$ cat src/rtl/pe_dbuf_if.sv
// Port bundle for one systolic PE: operand/partial-sum inputs, weight chain and strobes.
// master drives the PE inputs; slave is the PE itself.
interface pe_dbuf_if #(
    parameter int DATA_W = 8,
    parameter int SUM_W  = 16
);
    logic                     active_in;
    logic signed [DATA_W-1:0] data_in;
    logic signed [SUM_W-1:0]  sum_in;
    logic                     acc_mode;
    logic signed [DATA_W-1:0] w_in;
    logic                     wload_in;
    logic                     wswap_in;

    logic signed [DATA_W-1:0] data_out;
    logic signed [SUM_W-1:0]  sum_out;
    logic signed [DATA_W-1:0] w_out;
    logic                     wload_out;
    logic                     wswap_out;
    logic                     active_out;
    logic                     ovf_out;

    modport master (
        output active_in, data_in, sum_in, acc_mode, w_in, wload_in, wswap_in,
        input  data_out, sum_out, w_out, wload_out, wswap_out, active_out, ovf_out
    );

    modport slave (
        input  active_in, data_in, sum_in, acc_mode, w_in, wload_in, wswap_in,
        output data_out, sum_out, w_out, wload_out, wswap_out, active_out, ovf_out
    );
endinterface

$ cat src/rtl/pe_dbuf.sv
// Systolic processing element with double-buffered weights: a shadow weight shifts
// along a chain while the active weight feeds a saturating/wrapping multiply-accumulate.
module pe_dbuf #(
    parameter int DATA_W = 8,
    parameter int SUM_W  = 16,
    parameter bit SAT_EN = 1'b1
) (
    input logic      clk,
    input logic      reset,
    pe_dbuf_if.slave pe
);
    localparam logic signed [SUM_W-1:0] SUM_MAX = {1'b0, {(SUM_W-1){1'b1}}};
    localparam logic signed [SUM_W-1:0] SUM_MIN = {1'b1, {(SUM_W-1){1'b0}}};

    logic signed [DATA_W-1:0]   wsh;
    logic signed [DATA_W-1:0]   wact;
    logic signed [SUM_W-1:0]    addend;
    logic signed [2*DATA_W-1:0] product;
    logic signed [SUM_W:0]      sum_full;
    logic signed [SUM_W-1:0]    sum_next;
    logic                       ovf;

    // One guard bit above SUM_W is enough: addend and product both fit in SUM_W.
    always_comb begin
        addend   = pe.acc_mode ? pe.sum_out : pe.sum_in;
        product  = (2*DATA_W)'(pe.data_in) * (2*DATA_W)'(wact);
        sum_full = (SUM_W+1)'(addend) + (SUM_W+1)'(product);
        ovf      = sum_full[SUM_W] ^ sum_full[SUM_W-1];
        sum_next = sum_full[SUM_W-1:0];
        if (ovf && SAT_EN) begin
            sum_next = sum_full[SUM_W] ? SUM_MIN : SUM_MAX;
        end
    end

    // The weight chain and strobes run every cycle, independent of active_in.
    always_ff @(posedge clk or posedge reset) begin
        if (reset) begin
            wsh           <= '0;
            wact          <= '0;
            pe.w_out      <= '0;
            pe.wload_out  <= 1'b0;
            pe.wswap_out  <= 1'b0;
            pe.active_out <= 1'b0;
        end else begin
            pe.wload_out  <= pe.wload_in;
            pe.wswap_out  <= pe.wswap_in;
            pe.active_out <= pe.active_in;
            pe.w_out      <= pe.wload_in ? wsh : '0;
            if (pe.wload_in) begin
                wsh <= pe.w_in;
            end
            if (pe.wswap_in) begin
                wact <= wsh;
            end
        end
    end

    always_ff @(posedge clk or posedge reset) begin
        if (reset) begin
            pe.data_out <= '0;
            pe.sum_out  <= '0;
            pe.ovf_out  <= 1'b0;
        end else if (pe.active_in) begin
            pe.data_out <= pe.data_in;
            pe.sum_out  <= sum_next;
            if (ovf) begin
                pe.ovf_out <= 1'b1;
            end
        end
    end
endmodule

$ cat src/flat_wrapper.sv
// flat-port wrapper written by rule: the top's interface ports become plain ports
module pe_dbuf_flat 
#(
    parameter int DATA_W = 8,
    parameter int SUM_W  = 16,
    parameter bit SAT_EN = 1'b1
)
  (clk, reset, pe_active_in, pe_data_in, pe_sum_in, pe_acc_mode, pe_w_in, pe_wload_in, pe_wswap_in, pe_data_out, pe_sum_out, pe_w_out, pe_wload_out, pe_wswap_out, pe_active_out, pe_ovf_out);
  pe_dbuf_if #(.DATA_W(DATA_W), .SUM_W(SUM_W)) pe_i ();
  input logic clk;
  input logic reset;
  input wire logic [$bits(pe_i.active_in)-1:0] pe_active_in;
  input wire logic [$bits(pe_i.data_in)-1:0] pe_data_in;
  input wire logic [$bits(pe_i.sum_in)-1:0] pe_sum_in;
  input wire logic [$bits(pe_i.acc_mode)-1:0] pe_acc_mode;
  input wire logic [$bits(pe_i.w_in)-1:0] pe_w_in;
  input wire logic [$bits(pe_i.wload_in)-1:0] pe_wload_in;
  input wire logic [$bits(pe_i.wswap_in)-1:0] pe_wswap_in;
  output wire logic [$bits(pe_i.data_out)-1:0] pe_data_out;
  output wire logic [$bits(pe_i.sum_out)-1:0] pe_sum_out;
  output wire logic [$bits(pe_i.w_out)-1:0] pe_w_out;
  output wire logic [$bits(pe_i.wload_out)-1:0] pe_wload_out;
  output wire logic [$bits(pe_i.wswap_out)-1:0] pe_wswap_out;
  output wire logic [$bits(pe_i.active_out)-1:0] pe_active_out;
  output wire logic [$bits(pe_i.ovf_out)-1:0] pe_ovf_out;
  assign pe_i.active_in = pe_active_in;
  assign pe_i.data_in = pe_data_in;
  assign pe_i.sum_in = pe_sum_in;
  assign pe_i.acc_mode = pe_acc_mode;
  assign pe_i.w_in = pe_w_in;
  assign pe_i.wload_in = pe_wload_in;
  assign pe_i.wswap_in = pe_wswap_in;
  assign pe_data_out = pe_i.data_out;
  assign pe_sum_out = pe_i.sum_out;
  assign pe_w_out = pe_i.w_out;
  assign pe_wload_out = pe_i.wload_out;
  assign pe_wswap_out = pe_i.wswap_out;
  assign pe_active_out = pe_i.active_out;
  assign pe_ovf_out = pe_i.ovf_out;
  pe_dbuf #(.DATA_W(DATA_W), .SUM_W(SUM_W), .SAT_EN(SAT_EN)) u_core (.clk(clk), .reset(reset), .pe(pe_i));
endmodule
$ cat config.mk
export PLATFORM = sky130hd
export DESIGN_NAME = pe_dbuf_flat
export DESIGN_NICKNAME = d
export VERILOG_FILES = /design/src/rtl/pe_dbuf_if.sv /design/src/rtl/pe_dbuf.sv /design/src/flat_wrapper.sv
export SDC_FILE = /design/constraint.sdc
export NUM_CORES = 1
export LEC_CHECK = 0
export BUFFER_PORTS_ARGS = -buffer_cell sky130_fd_sc_hd__buf_2
export CORE_MARGIN = 4
export CORE_UTILIZATION = 55
export CTS_CLUSTER_DIAMETER = 30
export DETAILED_ROUTE_END_ITERATION = 6
export GPL_ROUTABILITY_DRIVEN = 1
export PLACE_DENSITY = 0.76
export REMOVE_ABC_BUFFERS = 1
export SLEW_MARGIN = 20
export SYNTH_ARGS = -nofsm -noshare
export SYNTH_HDL_FRONTEND = slang
export SYNTH_SLANG_ARGS = --single-unit
export TNS_END_PERCENT = 10
$ cat constraint.sdc
create_clock -name clk -period 7.4 [get_ports clk]
set_input_delay 0.37 -clock clk [delete_from_list [all_inputs] [get_ports clk]]
set_output_delay 0.37 -clock clk [all_outputs]
set_load 0.01 [all_outputs]
# Word level (Yosys, flattened, before mapping)
# Index checks and enable logic that the tools add are counted.
[word_totals] reg_bits=52 inputBits=38 out_inout_bits=36 elab_cells=17
[op_classes] addsub=1 mul=1 n_mux=4 bitwise=1 n_reduce_logical=1
[ops] operator="16-bit 2-to-1 mux" count=3
[ops] operator="16-bit by 16-bit adder with 17-bit output" count=1
[ops] operator="8-bit by 8-bit multiplier with 16-bit output" count=1
[ops] operator="8-bit 2-to-1 mux" count=1
[ops] operator="2-bit AND reduction" count=1
[ops] operator="1-bit bitwise XOR" count=1

# Longest topological paths before layout
[depth] depth_word=4 ltp_mapped=21 depth_no_buf=18

# Worst setup path before layout
# No wires, ideal clock.
[synth_timing] path_kind="input -> register" from="input port pe_acc_mode" to="register u_core.pe.sum_out[13]" arrival_time_ns=5.534 required_ns=7.261 slack_ns=1.727 cell_stages=19 n_path_buf=2 cell_sequence="clkbuf_1 -> clkbuf_1 -> mux2i_1 -> fa_1 -> inv_1 -> fa_1 -> inv_1 -> fa_1 -> inv_1 -> fa_1 -> fa_1 -> ha_1 -> a21o_1 -> a21oi_2 -> a311oi_2 -> a211oi_2 -> xnor2_2 -> a2111oi_2 -> o22ai_1"
[synth_between] elab_chain_cells=4
[synth_lines] element="from (decl)" line_no="flat_wrapper.sv:15" text="input wire logic [$bits(pe_i.acc_mode)-1:0] pe_acc_mode;"
[synth_lines] element="16-bit 2-to-1 mux (*)" line_no="pe_dbuf.sv:25" text="addend = pe.acc_mode ? pe.sum_out : pe.sum_in;"
[synth_lines] element="16-bit by 16-bit adder with 17-bit output (*)" line_no="pe_dbuf.sv:27" text="sum_full = (SUM_W+1)'(addend) + (SUM_W+1)'(product);"
[synth_lines] element="16-bit 2-to-1 mux or 1-bit bitwise XOR (tied branches)" line_no="pe_dbuf.sv:31, pe_dbuf.sv:28"
[synth_lines] element="16-bit 2-to-1 mux (*)" line_no="pe_dbuf.sv:30" text="if (ovf && SAT_EN) begin"
[synth_lines] element="to (signal assigned)" line_no="pe_dbuf.sv:65" text="pe.sum_out <= sum_next;"
[synth_lines] element="to (decl)" line_no="pe_dbuf_if.sv:30" text="output data_out, sum_out, w_out, wload_out, wswap_out, active_out, ovf_out"
# Mark *: on every way between the ends. The rest lies on a longest branch, timed or not.
# A chain may end at the register's enable or synchronous reset.

# Worst setup path in the final report
[layout_timing] from="register u_core.wact[0]" to="register u_core.pe.sum_out[13]"
[layout_between] elab_chain_cells=4
[layout_lines] element="from (decl)" line_no="pe_dbuf.sv:16" text="logic signed [DATA_W-1:0] wact;"
[layout_lines] element="from (signal assigned)" line_no="pe_dbuf.sv:53" text="wact <= wsh;"
[layout_lines] element="8-bit by 8-bit multiplier with 16-bit output (*)" line_no="pe_dbuf.sv:26" text="product = (2*DATA_W)'(pe.data_in) * (2*DATA_W)'(wact);"
[layout_lines] element="16-bit by 16-bit adder with 17-bit output (*)" line_no="pe_dbuf.sv:27"
[layout_lines] element="16-bit 2-to-1 mux or 1-bit bitwise XOR (tied branches)" line_no="pe_dbuf.sv:31, pe_dbuf.sv:28"
[layout_lines] element="16-bit 2-to-1 mux (*)" line_no="pe_dbuf.sv:30"
# Marked as above.

==> results by group <==
Synth
  – Post-synth cell types: 40
  – Leading post-synthesis cells by cell area: fa_1 29%, dfrtp_1 25%, ha_1 9.2%, inv_1 6.8%, mux2_2 5.7%
  – Synth Register Bits: 52
  – Ys flop type: dfrtp_1
  – Top cell type's share of synthesized area: 28.70%
  – Post-Syn Instances: 493
  – Largest area contributor in the netlist: fa_1
  – EDFF count, synth: 0
  – Sequential area share after synthesis: 24.55%
  – Synth async-reset ratio: 100.0%
  – Yosys warns: 0
  – Synth Cell Area: 5301 µm²
  – Avg Synthesized Cell Area: 10.75 µm²

Drt
  – Iter 0 DRT Violations: 125
  – Vias: 3585
  – Final WL: 10960 µm
  – DRT Pass-1 Iters: 4
  – Residual DRC: 0
  – Wire per inst: 15.95 µm
  – Final ANT Viol Nets: 0
  – Vias/cell: 5.218

STA
  – Post-route clock period utilization: 79.86%
  – Fin. Hold Viols: 0
  – Fin. max-slew vios: 0
  – FMAX: 0.1692 GHz
  – Worst slew margin: 40.32%
  – Setup Skew: 8.852 ps
  – Least-Margin Pin Slew: 894.1 ps
  – Setup violators final: 0
  – Setup TNS: 0 ps
  – RSZ-0062 raised after global routing: no
  – Final Critical Period: 5909 ps

CTS
  – CTS Sinks: 52
  – CTS max path bufs: 2
  – TritonCTS clock tree: yes
  – Num CTS Buffers: 5
  – Post-CTS Setup Bufs: 0
  – CTS H-Tree Depth: 2
  – Post-CTS Resized: 0
  – Hold_buf cts: 0
  – Clock Tree Root: clkbuf_8
  – Clock latency at the later pin of the worst-skew pair: 320 ps
  – Reg clk slew, reported paths: 110 ps

Setup path
  – Most used cell, CP: fa_1
  – Reg2reg end: u_core.pe.sum_out[13]
  – Setup CP Type: register to register
  – Reg-to-reg slack, setup: 1490 ps
  – Reg2reg path depth: 16
  – Nature of the critical path endpoint: register
  – CP Cell Sequence: and2_1 -> inv_1 -> fa_1 -> inv_1 -> fa_1 -> fa_1 -> fa_1 -> fa_1 -> ha_1 -> a21o_1 -> a21oi_2 -> a311oi_2 -> a211oi_2 -> xnor2_4 -> a2111oi_2 -> o22ai_1
  – CP max stage delay: 570 ps
  – CP Data Required Time: 7580 ps
  – Crit-path slowest cell: fa_1
  – Arrival @ worst endpoint: 6090 ps
  – CP startpoint kind: register
  – Worst r2r src: u_core.wact[0]
  – Crit-path max FO: 26

Final layout
  – Final nets: 710
  – Multi-input gate area: 3572 µm²
  – Non-Filler Instances: 687
  – Register area: 1301 µm²
  – Share of post-route cells with drive strength above 1: 21.15%
  – Ant. Diodes: 0
  – FILL cells: 794
  – Area grow syn2layout: 10.46%

Floorplanning
  – Initial core utilization: 56.83%
  – IO Count: 74
  – FP Rows: 35
  – Die Height: 106.2 µm
  – Die width: 106.2 µm
  – Core Region: 9328 µm²
  – Die area: 11270 µm²

Placed design
  – Dpl cells: 679
  – GPL Wtd Cong: 0.8735
  – IO Port Bufs: 73
  – DP HPWL: 8793 µm

Run status
  – Status: complete, no violations

Global route
  – Grt ovf: 0
  – Vias in the first global route: 3934
  – Antenna violations before repair: 0
  – First-pass GRT wire length: 19470 µm
  – GRT Resource Usage Total: 21.65%
  – Largest net degree at the start of global routing: 53

Hold path
  – Hold crit path type: input port to async pin

Flow run
  – Max Cap Viol: 0
## synth_stat cells (all sizes together), types with 14 or more instances
library cell	instances
inv	96
o22ai	14
ha	39
and2	40
mux2i	15
fa	76
nand2	26
mux2	27
o21ai	15
dfrtp	52
a21oi	19
## cells by family (layout without fill, tap and decap cells)
group	Yosys count	in the layout	synth area share, %
flip-flops	52	52	24.55
AND/OR/NAND/NOR	87	87	8.850
buffers and inverters	112	177	8.284
AO/OA/AOI/OAI	67	67	8.378
XOR/XNOR	18	18	3.470
multiplexers	42	42	8.567
adder cells (fa/ha/maj)	115	115	37.90
## state kept, by name, summed over array words and instances, names as in the netlist
register and cells:
u_core.pe.data_out 8, u_core.wsh 8, u_core.pe.ovf_out 1, u_core.pe.w_out 8, u_core.pe.active_out 1, u_core.wact 8
u_core.pe.sum_out 16, u_core.pe.wload_out 1, u_core.pe.wswap_out 1
## critical path, delay by kind of cell, from the launching register on
| kind | cells | cell delay (ps) |
|---|---|---|
| compound gates | 6 | 1530 |
| simple gates | 1 | 240 |
| flops | 1 | 520 |
| buf+inv | 2 | 480 |
| xor+xnor | 1 | 290 |
| fa+ha+maj | 6 | 2700 |
## how the worst max path moves through the flow
stage	from	end	slack (ps)	cells past startpoint
final	u_core.wact[0]	u_core.pe.sum_out[13]	1490	16
after global routing	u_core.wact[0]	u_core.pe.sum_out[8]	1130	16
after CTS	u_core.wact[0]	u_core.pe.sum_out[14]	1210	15
after detailed placement	pe_data_in[7]	u_core.pe.sum_out[14]	1240	16
after global placement	pe_acc_mode	u_core.pe.sum_out[14]	1480	16
after floorplan	u_core.wact[0]	u_core.pe.sum_out[13]	2110	15
## metrics by stage
| stage | util, % | area [µm²] | hold WS [ps] | setup WS (ps) |
|---|---|---|---|---|
| CTS | 62.64 | 5843 | 282.7 | 1212 |
| finish | 62.78 | 5856 | 201.9 | 1491 |
| global route | 62.78 | 5856 | 263.8 | 1134 |
| floorplan | - | 5223 | 401.4 | 2107 |
| global placement | 61.64 | 5749 | 437.0 | 1484 |
| detailed placement | 61.64 | 5749 | 452.5 | 1242 |
## cells in the final DEF (no fill, tap or decap), drive strengths merged, types with 2 or more instances in the layout
| cell type | netlist | final |
|---|---|---|
| a211oi | 2 | 2 |
| a21o | 6 | 6 |
| a21oi | 19 | 19 |
| a31oi | 4 | 4 |
| and2 | 40 | 40 |
| buf | 3 | 73 |
| clkbuf | 13 | 5 |
| dfrtp | 52 | 52 |
| fa | 76 | 76 |
| ha | 39 | 39 |
| inv | 96 | 97 |
| mux2 | 27 | 27 |
| mux2i | 15 | 15 |
| nand2 | 26 | 26 |
| nand2b | 2 | 2 |
| nand3 | 3 | 3 |
| nor2 | 4 | 4 |
| nor2b | 7 | 7 |
| nor3 | 2 | 2 |
| o21ai | 15 | 15 |
| o21bai | 2 | 2 |
| o22ai | 14 | 14 |
| xnor2 | 13 | 13 |
| xor2 | 5 | 5 |
## final cells by class
class	count	area share (%)
clock buffer	5	1.175
clock inverter	3	0.4274
inverter	96	6.175
multi-input combinational	329	61.00
sequential	52	22.22
tap	129	2.756
timing repair buffer	73	6.239
## routing by layer
layer,part of all wire (%),GRT usage (%)
met3,3.6,2.489
met2,49,35.93
met4,1.6,5.180
met5,0,0
met1,45,30.66
Power is left out: the tool's default activity adds up to more than one toggle a clock period on the data nets, which glitch-free logic cannot reach.
